<file path="src/rtl/pipeline_2_execute_reg_if.sv">
// Read-reg to execute pipeline register bundle: stage inputs, writeback bypass and EX-stage outputs.
interface pipeline_2_execute_reg_if;
    logic        update;
    logic        flush;
    logic        in_valid;
    logic [21:0] control_in;
    logic [2:0]  num_Rm_in;
    logic [2:0]  num_Rn_in;
    logic [2:0]  num_Rd_in;
    logic [2:0]  used_RmRnRd_in;
    logic [15:0] imm_in;
    logic [5:0]  inst_type_in;
    logic [15:0] delayed_B_in;
    logic [2:0]  delayed_cond_in;
    logic [15:0] value_A_in;
    logic [15:0] value_B_in;
    logic        wb_en;
    logic [2:0]  wb_num;
    logic [15:0] wb_data;
    logic        valid_out;
    logic [21:0] control_out;
    logic [2:0]  num_Rd_out;
    logic [15:0] imm_out;
    logic [5:0]  inst_type_out;
    logic [15:0] delayed_B_out;
    logic [2:0]  delayed_cond_out;
    logic [15:0] A_out;
    logic [15:0] B_out;
    logic        loads_out;
    logic        stall_out;
    logic [15:0] hazard_count;

    modport slave (
        input  update, flush, in_valid, control_in, num_Rm_in, num_Rn_in, num_Rd_in,
               used_RmRnRd_in, imm_in, inst_type_in, delayed_B_in, delayed_cond_in,
               value_A_in, value_B_in, wb_en, wb_num, wb_data,
        output valid_out, control_out, num_Rd_out, imm_out, inst_type_out, delayed_B_out,
               delayed_cond_out, A_out, B_out, loads_out, stall_out, hazard_count
    );

    modport master (
        output update, flush, in_valid, control_in, num_Rm_in, num_Rn_in, num_Rd_in,
               used_RmRnRd_in, imm_in, inst_type_in, delayed_B_in, delayed_cond_in,
               value_A_in, value_B_in, wb_en, wb_num, wb_data,
        input  valid_out, control_out, num_Rd_out, imm_out, inst_type_out, delayed_B_out,
               delayed_cond_out, A_out, B_out, loads_out, stall_out, hazard_count
    );
endinterface

</file>
<file path="src/rtl/pipeline_2_execute_reg.sv">
// Execute-stage pipeline register with writeback bypass and load-use interlock.
// Latency 1 cycle; update=0 or a load-use hazard holds upstream via combinational stall_out.
module pipeline_2_execute_reg (
    input logic                     clk,
    input logic                     rst,
    pipeline_2_execute_reg_if.slave bus
);
    logic        r_valid;
    logic [21:0] r_control;
    logic [2:0]  r_num_rd;
    logic [15:0] r_imm;
    logic [5:0]  r_inst_type;
    logic [15:0] r_delayed_b;
    logic [2:0]  r_delayed_cond;
    logic [15:0] r_a;
    logic [15:0] r_b;
    logic [15:0] r_hazard_count;

    logic        w_match;
    logic        w_loads;
    logic        w_hazard;
    logic [15:0] w_fwd_a;
    logic [15:0] w_fwd_b;

    assign w_match = (bus.used_RmRnRd_in[2] & (bus.num_Rm_in == r_num_rd))
                   | (bus.used_RmRnRd_in[1] & (bus.num_Rn_in == r_num_rd))
                   | (bus.used_RmRnRd_in[0] & (bus.num_Rd_in == r_num_rd));
    assign w_loads  = r_valid & r_control[8];
    assign w_hazard = r_valid & w_loads & bus.in_valid & w_match & ~bus.flush;

    // Writeback data is bypassed only on the capture edge; held operands keep their old value.
    assign w_fwd_a = (bus.wb_en && bus.wb_num == bus.num_Rm_in) ? bus.wb_data : bus.value_A_in;
    assign w_fwd_b = (bus.wb_en && bus.wb_num == bus.num_Rn_in) ? bus.wb_data : bus.value_B_in;

    always_ff @(posedge clk) begin
        if (!rst) begin
            r_valid        <= 1'b0;
            r_control      <= '0;
            r_num_rd       <= '0;
            r_imm          <= '0;
            r_inst_type    <= '0;
            r_delayed_b    <= '0;
            r_delayed_cond <= '0;
            r_a            <= '0;
            r_b            <= '0;
            r_hazard_count <= '0;
        end else if (bus.update) begin
            if (bus.flush) begin
                r_valid   <= 1'b0;
                r_control <= '0;
            end else if (w_hazard) begin
                // Bubble; the incoming instruction stays upstream and is taken next cycle.
                r_valid   <= 1'b0;
                r_control <= '0;
                if (r_hazard_count != 16'hFFFF)
                    r_hazard_count <= r_hazard_count + 16'd1;
            end else begin
                r_valid        <= bus.in_valid;
                r_control      <= bus.in_valid ? bus.control_in : 22'd0;
                r_num_rd       <= bus.num_Rd_in;
                r_imm          <= bus.imm_in;
                r_inst_type    <= bus.inst_type_in;
                r_delayed_b    <= bus.delayed_B_in;
                r_delayed_cond <= bus.delayed_cond_in;
                r_a            <= w_fwd_a;
                r_b            <= w_fwd_b;
            end
        end
    end

    assign bus.valid_out        = r_valid;
    assign bus.control_out      = r_control;
    assign bus.num_Rd_out       = r_num_rd;
    assign bus.imm_out          = r_imm;
    assign bus.inst_type_out    = r_inst_type;
    assign bus.delayed_B_out    = r_delayed_b;
    assign bus.delayed_cond_out = r_delayed_cond;
    assign bus.A_out            = r_a;
    assign bus.B_out            = r_b;
    assign bus.loads_out        = w_loads;
    assign bus.stall_out        = ~bus.update | w_hazard;
    assign bus.hazard_count     = r_hazard_count;
endmodule

</file>
<file path="src/flat_wrapper.sv">
// flat-port wrapper written by rule: the top's interface ports become plain ports
module pipeline_2_execute_reg_flat 
  (clk, rst, bus_update, bus_flush, bus_in_valid, bus_control_in, bus_num_Rm_in, bus_num_Rn_in, bus_num_Rd_in, bus_used_RmRnRd_in, bus_imm_in, bus_inst_type_in, bus_delayed_B_in, bus_delayed_cond_in, bus_value_A_in, bus_value_B_in, bus_wb_en, bus_wb_num, bus_wb_data, bus_valid_out, bus_control_out, bus_num_Rd_out, bus_imm_out, bus_inst_type_out, bus_delayed_B_out, bus_delayed_cond_out, bus_A_out, bus_B_out, bus_loads_out, bus_stall_out, bus_hazard_count);
  pipeline_2_execute_reg_if bus_i ();
  input logic clk;
  input logic rst;
  input wire logic [$bits(bus_i.update)-1:0] bus_update;
  input wire logic [$bits(bus_i.flush)-1:0] bus_flush;
  input wire logic [$bits(bus_i.in_valid)-1:0] bus_in_valid;
  input wire logic [$bits(bus_i.control_in)-1:0] bus_control_in;
  input wire logic [$bits(bus_i.num_Rm_in)-1:0] bus_num_Rm_in;
  input wire logic [$bits(bus_i.num_Rn_in)-1:0] bus_num_Rn_in;
  input wire logic [$bits(bus_i.num_Rd_in)-1:0] bus_num_Rd_in;
  input wire logic [$bits(bus_i.used_RmRnRd_in)-1:0] bus_used_RmRnRd_in;
  input wire logic [$bits(bus_i.imm_in)-1:0] bus_imm_in;
  input wire logic [$bits(bus_i.inst_type_in)-1:0] bus_inst_type_in;
  input wire logic [$bits(bus_i.delayed_B_in)-1:0] bus_delayed_B_in;
  input wire logic [$bits(bus_i.delayed_cond_in)-1:0] bus_delayed_cond_in;
  input wire logic [$bits(bus_i.value_A_in)-1:0] bus_value_A_in;
  input wire logic [$bits(bus_i.value_B_in)-1:0] bus_value_B_in;
  input wire logic [$bits(bus_i.wb_en)-1:0] bus_wb_en;
  input wire logic [$bits(bus_i.wb_num)-1:0] bus_wb_num;
  input wire logic [$bits(bus_i.wb_data)-1:0] bus_wb_data;
  output wire logic [$bits(bus_i.valid_out)-1:0] bus_valid_out;
  output wire logic [$bits(bus_i.control_out)-1:0] bus_control_out;
  output wire logic [$bits(bus_i.num_Rd_out)-1:0] bus_num_Rd_out;
  output wire logic [$bits(bus_i.imm_out)-1:0] bus_imm_out;
  output wire logic [$bits(bus_i.inst_type_out)-1:0] bus_inst_type_out;
  output wire logic [$bits(bus_i.delayed_B_out)-1:0] bus_delayed_B_out;
  output wire logic [$bits(bus_i.delayed_cond_out)-1:0] bus_delayed_cond_out;
  output wire logic [$bits(bus_i.A_out)-1:0] bus_A_out;
  output wire logic [$bits(bus_i.B_out)-1:0] bus_B_out;
  output wire logic [$bits(bus_i.loads_out)-1:0] bus_loads_out;
  output wire logic [$bits(bus_i.stall_out)-1:0] bus_stall_out;
  output wire logic [$bits(bus_i.hazard_count)-1:0] bus_hazard_count;
  assign bus_i.update = bus_update;
  assign bus_i.flush = bus_flush;
  assign bus_i.in_valid = bus_in_valid;
  assign bus_i.control_in = bus_control_in;
  assign bus_i.num_Rm_in = bus_num_Rm_in;
  assign bus_i.num_Rn_in = bus_num_Rn_in;
  assign bus_i.num_Rd_in = bus_num_Rd_in;
  assign bus_i.used_RmRnRd_in = bus_used_RmRnRd_in;
  assign bus_i.imm_in = bus_imm_in;
  assign bus_i.inst_type_in = bus_inst_type_in;
  assign bus_i.delayed_B_in = bus_delayed_B_in;
  assign bus_i.delayed_cond_in = bus_delayed_cond_in;
  assign bus_i.value_A_in = bus_value_A_in;
  assign bus_i.value_B_in = bus_value_B_in;
  assign bus_i.wb_en = bus_wb_en;
  assign bus_i.wb_num = bus_wb_num;
  assign bus_i.wb_data = bus_wb_data;
  assign bus_valid_out = bus_i.valid_out;
  assign bus_control_out = bus_i.control_out;
  assign bus_num_Rd_out = bus_i.num_Rd_out;
  assign bus_imm_out = bus_i.imm_out;
  assign bus_inst_type_out = bus_i.inst_type_out;
  assign bus_delayed_B_out = bus_i.delayed_B_out;
  assign bus_delayed_cond_out = bus_i.delayed_cond_out;
  assign bus_A_out = bus_i.A_out;
  assign bus_B_out = bus_i.B_out;
  assign bus_loads_out = bus_i.loads_out;
  assign bus_stall_out = bus_i.stall_out;
  assign bus_hazard_count = bus_i.hazard_count;
  pipeline_2_execute_reg u_core (.clk(clk), .rst(rst), .bus(bus_i));
endmodule
</file>
<file path="config.mk">
export PLATFORM = sky130hd
export DESIGN_NAME = pipeline_2_execute_reg_flat
export DESIGN_NICKNAME = d
export VERILOG_FILES = /design/src/rtl/pipeline_2_execute_reg_if.sv /design/src/rtl/pipeline_2_execute_reg.sv /design/src/flat_wrapper.sv
export SDC_FILE = /design/constraint.sdc
export NUM_CORES = 1
export LEC_CHECK = 0
export ABC_AREA = 0
export CAP_MARGIN = 20
export CORE_MARGIN = 2
export CORE_UTILIZATION = 40
export CTS_CLUSTER_DIAMETER = 80
export DETAILED_ROUTE_END_ITERATION = 12
export PLACE_DENSITY = 0.87
export SLEW_MARGIN = 0
export SYNTH_ARGS = -nofsm -noshare
export SYNTH_HDL_FRONTEND = slang
export SYNTH_SLANG_ARGS = --single-unit
</file>
<file path="constraint.sdc">
create_clock -name clk -period 2.1 [get_ports clk]
set_input_delay 0.42 -clock clk [delete_from_list [all_inputs] [get_ports clk]]
set_output_delay 0.42 -clock clk [all_outputs]
set_load 0.1 [all_outputs]
</file>
Word-level counts from Yosys, hierarchy flattened
Index checks and enable logic that the tools add are counted.

storage, ports and cells
  bits in registers = 115
  input port bits = 132
  output and inout bits = 117

cells by class
  reductions and logical operators = 4
  add/sub/neg operators = 1
  bitwise operators = 14
  mux-type cells = 7
  equal/unequal tests = 6

operators by type and width
  cell                     count
  $mux W22                 3
  $mux W16                 2
  $add A16 B1 Y16 const B  1
  $ne A16 B16 Y1 const B   1
  $eq A3 B3 Y1             5
  $and A1 B1 Y1            8
  $reduce_and A4 Y1        1
  $not A1 Y1               3
  $or A1 B1 Y1             3
  $reduce_and A3 Y1        1
  $logic_and A1 B1 Y1      2
  $mux W1                  2

Logic depth before layout (Yosys ltp)
  word-level depth = 8
  mapped depth = 8

Least setup slack after synthesis
No wires, ideal clock.

  path type = register to output
  from = register u_core.r_valid (netlist: u_core.bus.valid_out)
  to = output port bus_stall_out
  slack = -3.014 ns
  arrival = 4.694 ns
  stages on the path, launching flop included = 7
  cell sequence = dfxtp_1 > and2_1 > nand2_1 > a31o_2 > buf_6 > clkbuf_1 > o21ai_0

on the way
  longest elaborated chain between the ends = 6

ends and longest elaborated chain
  item                         RTL line                      RTL
  start, declared              pipeline_2_execute_reg.sv:8   logic r_valid;
  start signal, assigned       pipeline_2_execute_reg.sv:58  r_valid <= bus.in_valid;
  $and A1 B1 Y1                pipeline_2_execute_reg.sv:28  assign w_loads = r_valid & r_control[8];
  via bus_loads_out            flat_wrapper.sv:33            output wire logic [$bits(bus_i.loads_out)-1:0] bus_loads_out;
  $and A1 B1 Y1 (4 in series)  pipeline_2_execute_reg.sv:29  assign w_hazard = r_valid & w_loads & bus.in_valid & w_match & ~bus.flush;
  $or A1 B1 Y1                 pipeline_2_execute_reg.sv:81  assign bus.stall_out = ~bus.update | w_hazard;
  end, declared                flat_wrapper.sv:34            output wire logic [$bits(bus_i.stall_out)-1:0] bus_stall_out;

The timed path passes the listed nets, and every way through them passes these cells.

Final worst setup path
  from = input port bus_used_RmRnRd_in[2]
  to = output port bus_stall_out

on the way
  longest elaborated chain between the ends = 6

ends and longest elaborated chain
  item                         RTL line                      RTL
  start, declared              flat_wrapper.sv:14            input wire logic [$bits(bus_i.used_RmRnRd_in)-1:0] bus_used_RmRnRd_in;
  $and A1 B1 Y1                pipeline_2_execute_reg.sv:25  assign w_match = (bus.used_RmRnRd_in[2] & (bus.num_Rm_in == r_num_rd))
  $or A1 B1 Y1                 pipeline_2_execute_reg.sv:26  | (bus.used_RmRnRd_in[1] & (bus.num_Rn_in == r_num_rd))
  $or A1 B1 Y1                 pipeline_2_execute_reg.sv:27  | (bus.used_RmRnRd_in[0] & (bus.num_Rd_in == r_num_rd));
  $and A1 B1 Y1 (2 in series)  pipeline_2_execute_reg.sv:29
  $or A1 B1 Y1                 pipeline_2_execute_reg.sv:81

Every way passes these cells.

==> flow_metrics.tcl <==
set metrics [dict create \
    status "finished, violations left" \
    violations "setup timing" \
    grt_max_degree 66 \
    antenna_found_initial 0 \
    synth_seq_cells 115 \
    timing.max_cap.violations 0 \
    synth.cell_area_sq_mm 0.00499 \
    setup_violations 2 \
    initial_cell_density_of_the_core_pct 41.2 \
    routed-via-count 5036 \
    hold_viol_final 0 \
    numPlacedInstances 918 \
    routed_wirelength_microns 15900 \
    grt_overflow 0 \
    crit_path_top_delay_cell "clkdlybuf4s50_1" \
    clock_tree.root_cell "clkbuf_16" \
    layout.filler_cells 933 \
    port-buffer-count 248 \
    routedWlPerCell_microns 16.5 \
    fp.dieW_microns 116 \
    worst_slew_pin_slew_ps 611 \
    die-height_microns 116 \
    fp.coreArea_sq_mm 0.0121 \
    drt_drc_violations_left 0 \
    timing.slew.headroom_pct 59.3 \
    clock_insertion_delay_worst_skew_ps 410 \
    layout-area-overhead-vs-synth_pct 66.6 \
    final_nets 912 \
    cts.path.max_buffers 2 \
    ys_types 35 \
    tritoncts.num_buffers 17 \
    share_of_post_route_cells_with_drive_strength_above_1_pct 27.9 \
    worst-endpoint-required_ps 1680 \
    setup_slack_ps -114 \
    cp_cell_sequence "clkdlybuf4s50_1 -> nand4_1 -> a31o_4 -> o21ai_4 -> buf_12" \
    design.die.area_sq_mm 0.0134 \
    syn-instance-count 519 \
    placement.setup.worst_slack_ps -425 \
    antenna_violating_nets_post_route 0 \
    syn_area_per_cell_sq_um 9.62 \
    num_rows 40 \
    biggest_cell_delay_along_the_critical_path_ps 530 \
    yosysWarningCount 0 \
    postSynthNetCount 652 \
    p_leak_nw 3.95 \
    drt-vias-per-instance 5.25 \
    grt_pass1_vias 5125 \
    hpwl_microns 11500 \
    finish.cell_count_without_fillers 960 \
    n_antenna_cell 0 \
    clock_tree_from_tritoncts "done" \
    clock_skew_ps 13.9 \
    yosysSeqAreaShare_pct 46.1 \
    grt.total_usage_pct 23.0 \
    timing.fmax_mhz 452 \
    worst_ep_arrival_time_ps 1790 \
    period_share_pct 105 \
    drt_pre_antenna_iters 5 \
    timing_max_transition_violations_final 0 \
    detail_route.iter0.violations 273 \
    report.power.total_mw 6.81 \
    power_density_mw_per_mm2 819 \
    floorplan.io_pins 249 \
    fin_crit_ps 2210 \
    timing.critical_path.fanout_max 2 \
    gpl.final_weighted_congestion 0.859 \
    htreeDepth 4 \
    element_type_at_the_critical_path_start "input pin" \
    worstHoldPathType "input pin to register" \
    worst_setup_path_end_kind "primary output" \
    category_of_the_most_critical_setup_path "input pin to primary output" \
    tns_ps -114 \
    cts.sinks 115 \
    grt_setup_unrepaired "true" \
    cts.clk_slew.worst_paths_ps 60 \
    max-vdd-ir-drop_v 0.000542 \
    grt_first_pass_wirelength_microns 24400 \
]
layout make-up:
type                    count  area [sq um]  area share (%)
multi-input cells         360          2580            31.0
well taps                 168           210            2.53
clock inverters            12           138            1.65
flip-flops and latches    115          2350            28.3
inverters                   2          7.51          0.0902
clock buffers              20           478            5.75
repair buffers            283          2550            30.7
cell usage in the layout (no fill, tap or decap), types with 12 or more instances in the layout:
master and instances:
buf_4 145, clkdlybuf4s50_1 121, dfxtp_1 95, nand2_1 92
mux2i_1 74, nand3_1 39, o211a_1 32, a22o_1 22
clkbuf_16 18, nand4_1 12, a21oi_1 12
synthesized netlist by cell type (all sizes together):
master | number | share of area [%]
or4 | 9 | 1.4
a21o | 1 | 0.15
buf | 13 | 2.0
and2b | 1 | 0.15
xnor2 | 15 | 2.6
o211ai | 2 | 0.30
nor2 | 4 | 0.30
o2111ai | 1 | 0.18
clkbuf | 29 | 2.2
and2 | 2 | 0.25
a31o | 1 | 0.18
nand3 | 39 | 3.9
or3 | 4 | 0.50
and3 | 5 | 0.63
nand2b | 2 | 0.25
mux2i | 74 | 15
nor3 | 2 | 0.20
dfxtp | 115 | 46
o211a | 32 | 6.4
nand4 | 12 | 1.5
nand2 | 93 | 7.0
o41ai | 2 | 0.35
o21ai | 9 | 0.98
o311ai | 1 | 0.18
and4 | 1 | 0.18
o31ai | 10 | 1.5
ha | 1 | 0.25
a21oi | 14 | 1.4
or4b | 1 | 0.20
a22o | 22 | 3.9
inv | 2 | 0.15
worst paths after layout:
kind                                     from                           to  slack, ps  depth (start not counted)
hold / removal               bus_num_Rd_in[2]     u_core.bus.num_Rd_out[2]        340                          3
setup reg to reg     u_core.bus.num_Rd_out[0]   u_core.bus.hazard_count[4]         10                          9
setup / recovery        bus_used_RmRnRd_in[2]                bus_stall_out       -110                          5
hold reg to reg   u_core.bus.inst_type_out[4]  u_core.bus.inst_type_out[4]        460                          2
routing by layer:
metal | track usage (%) | vias to the layer above | routed length (microns)
li1 | - | 2428 | -
met1 | 23.7 | 2374 | 5920
met2 | 42.5 | 199 | 8450
met3 | 7.74 | 35 | 1110
met4 | 10.0 | 0 | 378
met5 | 0 | - | 0
worst max-delay path: cells and delay by family:
kind / cells / cell delay [ps]
AO/OA/AOI/OAI: 2 / 440
buffers and inverters: 2 / 720
AND/OR/NAND/NOR: 1 / 210
logic make-up after synthesis:
group	after synthesis	synth area share, %
flip-flops	115	46.1
AO/OA/AOI/OAI	95	15.5
adder cells (fa/ha/maj)	1	0.250
AND/OR/NAND/NOR	175	16.4
multiplexers	74	14.8
XOR/XNOR	15	2.63
buffers and inverters	44	4.31
through the flow:
stage	hold WS, ps	util, %	instance area [sq um]
floorplan	552	-	5080
global placement	443	62.4	7560
detailed placement	453	62.4	7560
CTS	461	67.9	8230
global route	320	68.7	8320
finish	336	68.7	8320
sequential cells by signal, summed over array words and instances (netlist names):
name / cells
u_core.bus.valid_out: 1
u_core.bus.control_out: 22
u_core.bus.A_out: 16
u_core.bus.delayed_cond_out: 3
u_core.bus.imm_out: 16
u_core.bus.num_Rd_out: 3
u_core.bus.B_out: 16
u_core.bus.inst_type_out: 6
u_core.bus.delayed_B_out: 16
u_core.bus.hazard_count: 16
power breakdown:
part / switching [mW] / internal, mW
registers: 0.0608 / 2.27
clock network: 1.06 / 1.90
logic: 1.00 / 0.519
timing repair:
action	in CTS	in global routing
resized for setup	6	15
endpoints found under the setup margin	1	51
hold buffers	0	0
pin swaps	5	5
setup buffers	7	3
Note: power is estimated with default switching activity, not from simulation.
